$ cat config.mk
export PLATFORM = sky130hd
export DESIGN_NAME = hello_scroller
export DESIGN_NICKNAME = d
export VERILOG_FILES = /design/src/rtl/hello_scroller.sv
export SDC_FILE = /design/constraint.sdc
export NUM_CORES = 1
export LEC_CHECK = 0
export CORE_ASPECT_RATIO = 1.5
export CORE_MARGIN = 3
export CORE_UTILIZATION = 55
export CTS_BUF_LIST = sky130_fd_sc_hd__clkbuf_16
export DETAILED_ROUTE_END_ITERATION = 12
export DONT_BUFFER_PORTS = 1
export MAX_ROUTING_LAYER = met4
export PLACE_DENSITY = 0.8
export SLEW_MARGIN = 20
export SYNTH_ARGS = -nofsm -noshare
export SYNTH_HDL_FRONTEND = slang
export SYNTH_SLANG_ARGS = --single-unit
$ cat constraint.sdc
create_clock -name CLOCK_50 -period 1.9 [get_ports CLOCK_50]
set_input_delay 0.38 -clock CLOCK_50 [delete_from_list [all_inputs] [get_ports CLOCK_50]]
set_output_delay 0.38 -clock CLOCK_50 [all_outputs]
set_load 0.005 [all_outputs]
$ cat src/rtl/hello_scroller.sv
// Scrolls "HELLO" plus three blanks across six 3-bit character displays.
// Pushbuttons give run/pause, direction and single-step control; the scroll rate comes from a prescaler.
module hello_scroller #(
    parameter int TICK_DIV = 50000000
) (
    input  logic        CLOCK_50,
    input  logic [3:0]  KEY,
    input  logic [0:0]  SW,
    output logic [17:0] char_codes,
    output logic [9:0]  LEDR
);

    localparam int CNT_W = $clog2(TICK_DIV);
    localparam logic [CNT_W-1:0] LAST_SLOW = CNT_W'(TICK_DIV - 1);
    localparam logic [CNT_W-1:0] LAST_FAST = CNT_W'(TICK_DIV / 4 - 1);

    localparam logic [1:0] ST_RUN   = 2'd0;
    localparam logic [1:0] ST_PAUSE = 2'd1;
    localparam logic [1:0] ST_STEP  = 2'd2;

    logic             rst_n;
    logic [2:0]       sync1_reg;
    logic [2:0]       sync2_reg;
    logic [2:0]       prev_reg;
    logic [2:0]       press;
    logic             run_pulse;
    logic             dir_pulse;
    logic             step_pulse;

    logic [1:0]       state_reg, state_next;
    logic [2:0]       ptr_reg, ptr_next;
    logic             dir_reg, dir_next;
    logic [CNT_W-1:0] cnt_reg, cnt_next;
    logic [CNT_W-1:0] cnt_last;
    logic             tick;
    logic [2:0]       ptr_adv;

    assign rst_n = KEY[0];

    // KEY[3:1] -> two-flop synchronizer -> previous-value register
    always_ff @(posedge CLOCK_50) begin
        if (!rst_n) begin
            sync1_reg <= 3'b111;
            sync2_reg <= 3'b111;
            prev_reg  <= 3'b111;
        end else begin
            sync1_reg <= KEY[3:1];
            sync2_reg <= sync1_reg;
            prev_reg  <= sync2_reg;
        end
    end

    assign press      = prev_reg & ~sync2_reg;
    assign run_pulse  = press[0];
    assign dir_pulse  = press[1];
    assign step_pulse = press[2];

    // Speed select is a raw level; the >= compare absorbs a mid-count switch.
    assign cnt_last = SW[0] ? LAST_FAST : LAST_SLOW;
    assign tick     = (cnt_reg >= cnt_last);
    assign ptr_adv  = dir_reg ? (ptr_reg - 3'd1) : (ptr_reg + 3'd1);

    always_comb begin
        state_next = state_reg;
        ptr_next   = ptr_reg;
        cnt_next   = cnt_reg;
        dir_next   = dir_reg ^ dir_pulse;
        case (state_reg)
            ST_RUN: begin
                if (run_pulse) begin
                    state_next = ST_PAUSE;
                    cnt_next   = '0;
                end else if (tick) begin
                    ptr_next = ptr_adv;
                    cnt_next = '0;
                end else begin
                    cnt_next = cnt_reg + 1'b1;
                end
            end
            ST_PAUSE: begin
                cnt_next = '0;
                if (run_pulse)
                    state_next = ST_RUN;
                else if (step_pulse)
                    state_next = ST_STEP;
            end
            ST_STEP: begin
                cnt_next   = '0;
                ptr_next   = ptr_adv;
                state_next = ST_PAUSE;
            end
            default: begin
                cnt_next   = '0;
                state_next = ST_RUN;
            end
        endcase
    end

    always_ff @(posedge CLOCK_50) begin
        if (!rst_n) begin
            state_reg <= ST_RUN;
            ptr_reg   <= 3'd0;
            dir_reg   <= 1'b0;
            cnt_reg   <= '0;
        end else begin
            state_reg <= state_next;
            ptr_reg   <= ptr_next;
            dir_reg   <= dir_next;
            cnt_reg   <= cnt_next;
        end
    end

    function automatic logic [2:0] ring_code(input logic [2:0] idx);
        logic [2:0] code;
        case (idx)
            3'd0:    code = 3'b000;
            3'd1:    code = 3'b001;
            3'd2:    code = 3'b010;
            3'd3:    code = 3'b010;
            3'd4:    code = 3'b011;
            default: code = 3'b100;
        endcase
        return code;
    endfunction

    // Display gi shows ring[(ptr + 5 - gi) mod 8]; gi = 5 is the leftmost digit.
    generate
        for (genvar gi = 0; gi < 6; gi++) begin : g_disp
            assign char_codes[3*gi+2 -: 3] = ring_code(ptr_reg + 3'(5 - gi));
        end
    endgenerate

    assign LEDR = {5'd0, ptr_reg, dir_reg, (state_reg == ST_RUN)};

endmodule
==> PnR_summary.wiki <==
{| class="wikitable"
! Metric !! Value
|-
| Number of nets at the end of the flow || roughly 320
|-
| Die area || between 4000 and 5000 µm²
|-
| Launch instance of the worst register-to-register path || cnt_reg[25]
|-
| Top cells by area, synth || dfxtp_1, ha_1, xor2_1
|-
| Setup TNS after final layout || -0.418 ns
|-
| Vias || about 2000
|-
| Max rail drop VDD || ~0.00085 V
|-
| Count of max-cap constraint violations || 0
|-
| Total number of yosys warnings || 0
|-
| Number of endpoints with negative hold slack in the final report || 0
|-
| Count of boundary I/O pins || 34
|-
| Number of global-route vias before repair || about 1800
|-
| Register share of total power || 44.9%
|-
| Post-Syn Area per Cell || slightly below 9 µm²
|-
| Fin crit period || 2.01 ns
|-
| Initial antenna violation count || 0
|-
| Core region area || just under 4000 µm²
|-
| Insertion delay of the later-clocked pin in the worst-skew pair || approximately 0.29 ns
|-
| Max reg flops || 26
|-
| Layout Skew || 0.00680 ns
|-
| Post-Route Hold Slack || approximately 0.16 ns
|-
| Power density normalized to cell area || 653 nW/µm²
|-
| Cell-internal power || approximately 1.5 mW
|-
| Average detailed-routed wire length per instance || around 16 µm
|-
| Switching power of the nets || roughly 0.49 mW
|-
| Sort of element at the start of the critical path || register
|-
| Clock network power share || between 40% and 50%
|-
| Portion of the clock cycle consumed by the worst path in the final layout || 106%
|-
| HPWL Detailed || around 3400 µm
|-
| Global-route wire length before repair || between 7000 and 8000 µm
|-
| Slew at the pin closest to its max-slew limit || roughly 0.49 ns
|-
| Clock root buffer || clkbuf_16
|-
| Violations in the final reports || negative setup slack
|-
| Cells on worst reg2reg path || 7
|-
| Cts bufs inserted || 5
|-
| Final setup violation count || 11
|-
| Gate count after technology mapping || around 260
|-
| Most frequent cells in the layout || dfxtp_1, nor2_1, buf_4
|-
| Number of fillers in the final layout || ~260
|-
| Sw Ratio || about a quarter
|-
| Area taken by flip-flops and latches || roughly 830 µm²
|-
| Post-synthesis register bit count || 41
|-
| H-Tree Level Count || 2
|-
| DRC viols || 0
|-
| Outcome || finished with violations
|-
| Total inserted antenna cells || 0
|-
| Worst setup slack after placement || -0.0407 ns
|-
| Global-route usage over all layers || between 20% and 30%
|-
| Hold Path Depth || 1
|-
| Ratio of cells with drive above 1 in the final layout || roughly a third
|-
| Largest net degree at the start of global routing || 27
|-
| Total of buffers placed on input and output ports || 0
|-
| Routability congestion estimate from global placement || roughly 0.86
|-
| Register area share after synthesis || between 30% and 40%
|-
| Area post-placement || 2520 µm²
|-
| Slew Limit Headroom || between 60% and 70%
|-
| Number of pins with negative max-slew slack in the final report || 0
|-
| Final Routed Wirelength || roughly 5600 µm
|-
| Fmax || ~500 MHz
|-
| Top cell type's share of synthesized area || between 30% and 40%
|-
| Number of distinct library cells after synthesis || 40
|-
| Comb pwr share || approximately an eighth
|-
| End point of the most critical hold path || sync2_reg[1]
|-
| Post-synthesis async set-or-reset flop share || 0%
|-
| Post-synth design cell area || around 2300 µm²
|-
| Tightest Hold Check Type || input port to register
|-
| Min-delay src || KEY[0]
|-
| Worst setup slack for register-to-register paths || -0.04 ns
|-
| CTS tree || built
|-
| Required time reported for the critical path endpoint || 1.52 ns
|-
| Endpoint of the worst register-to-register path || ptr_reg[2]
|-
| Critical Path End Type || output pin
|-
| Synth-to-layout area growth || 33.4%
|-
| Leak pwr || approximately 1.2 nW
|-
| Initial cell density of the core || 57.8%
|-
| Worst setup path startpoint || ptr_reg[0]
|-
| Commonest non-fill, non-tap cell in the layout || dfxtp_1
|-
| Multi-input logic area || 1640 µm²
|-
| RSZ-0062 raised after global routing || true
|-
| Arr. time, crit path || between 1.5 and 2 ns
|-
| Post-layout worst setup margin || -0.114 ns
|-
| Detailed router's first-iteration violation count || 90
|-
| Vias per cell || about 5.7
|-
| FP Rows || 28
|-
| CTS sink count || between 40 and 50
|-
| Buffer levels on the longest clock path || 2
|-
| Crit path max fanout || 4
|-
| Top cell type by total area after synthesis || dfxtp_1
|-
| Height of the die || between 80 and 90 µm
|-
| Clock input transition at the sequential cells of the worst setup and hold paths || about 0.060 ns
|-
| Most instantiated flip-flop cell in the synthesis netlist || dfxtp_1
|-
| Die W || a little under 60 µm
|-
| Post-route ant nets || 0
|-
| Overflow left after global routing || 0
|-
| WS Path Type || register to output pin
|-
| Iteration count of the initial detailed-routing pass || 4
|-
| Final standard cell area without fillers || between 3000 and 4000 µm²
|-
| Count of flip-flops with a built-in enable after synthesis || 0
|}
cell usage after synthesis (2+ instances only):
library cell	number
xnor2_1	11
nor2b_1	5
nor2_2	3
nor4_1	5
clkbuf_1	5
and3_1	4
a21oi_1	8
and4_1	3
and2_1	3
xor2_1	14
nand4_1	6
mux2i_1	5
ha_1	20
nand3_1	10
nand2_1	21
mux2_2	2
a211oi_1	5
or3_1	2
inv_1	9
nor3_1	7
dfxtp_1	41
a211o_1	2
buf_4	6
nor2_1	32
o21ai_0	6
nand2b_1	13
critical path: stages, from the launching register on:
cell and delay (ns):
dfxtp_4 0.37, ha_4 0.19, ha_4 0.24, o21ai_2 0.06, nand2b_1 0.10, a211oi_2 0.25
buf_4 0.15
layout make-up:
cell class,count,area share (%)
Clock buffer,5,4.10
Clock inverter,3,0.820
Inverter,9,1.19
Multi-Input combinational cell,204,53.9
Sequential cell,41,27.3
Tap cell,45,1.85
Timing Repair Buffer,34,10.8
worst max path at each step:
| stage | depth (start not counted) | to |
|---|---|---|
| floorplan | 7 | cnt_reg[12] |
| global placement | 6 | ptr_reg[1] |
| detailed placement | 6 | ptr_reg[2] |
| CTS | 6 | char_codes[14] |
| global route | 6 | char_codes[14] |
| finish | 6 | char_codes[14] |
kinds of logic (layout without fill, tap and decap cells):
logic type	Yosys count	in the layout	synth area share (%)
AND/OR/NAND/NOR	122	122	28.7
flip-flops	41	41	35.9
AO/OA/AOI/OAI	25	25	6.78
XOR/XNOR	25	25	9.57
buffers and inverters	21	51	4.76
adder cells (fa/ha/maj)	20	20	10.9
multiplexers	7	7	3.17
other	1	5	0.164
metrics by stage:
step                      cells  utilization, %  power, mW
after floorplan             266               -       1.04
after global placement      322            63.7       1.08
after detailed placement    322            63.7       1.08
after CTS                   334            70.7       1.95
after global routing        341            77.1       2.07
final                       341            77.1       1.99
layer usage:
layer	routed length [µm]	vias up	GRT usage, %
li1	-	954	-
met1	1950	933	21.0
met2	3240	54	39.0
met3	229	14	3.96
met4	195	0	7.42
met5	0	-	-
power groups by stage:
stage / sequential (mW) / combinational [mW] / clock, mW
detailed placement: 0.909 / 0.175 / 0
global placement: 0.908 / 0.168 / 0
CTS: 0.890 / 0.196 / 0.865
floorplan: 0.909 / 0.133 / 0
finish: 0.894 / 0.251 / 0.848
global route: 0.896 / 0.272 / 0.898
what timing repair did:
action / CTS / global route
buffers inserted: 4 / 4
hold buffers: 0 / 0
setup endpoints to repair: 14 / 41
gates cloned: 0 / 3
pin swaps: 9 / 21
resized for setup: 21 / 35
(Power assumes the default switching activity.)
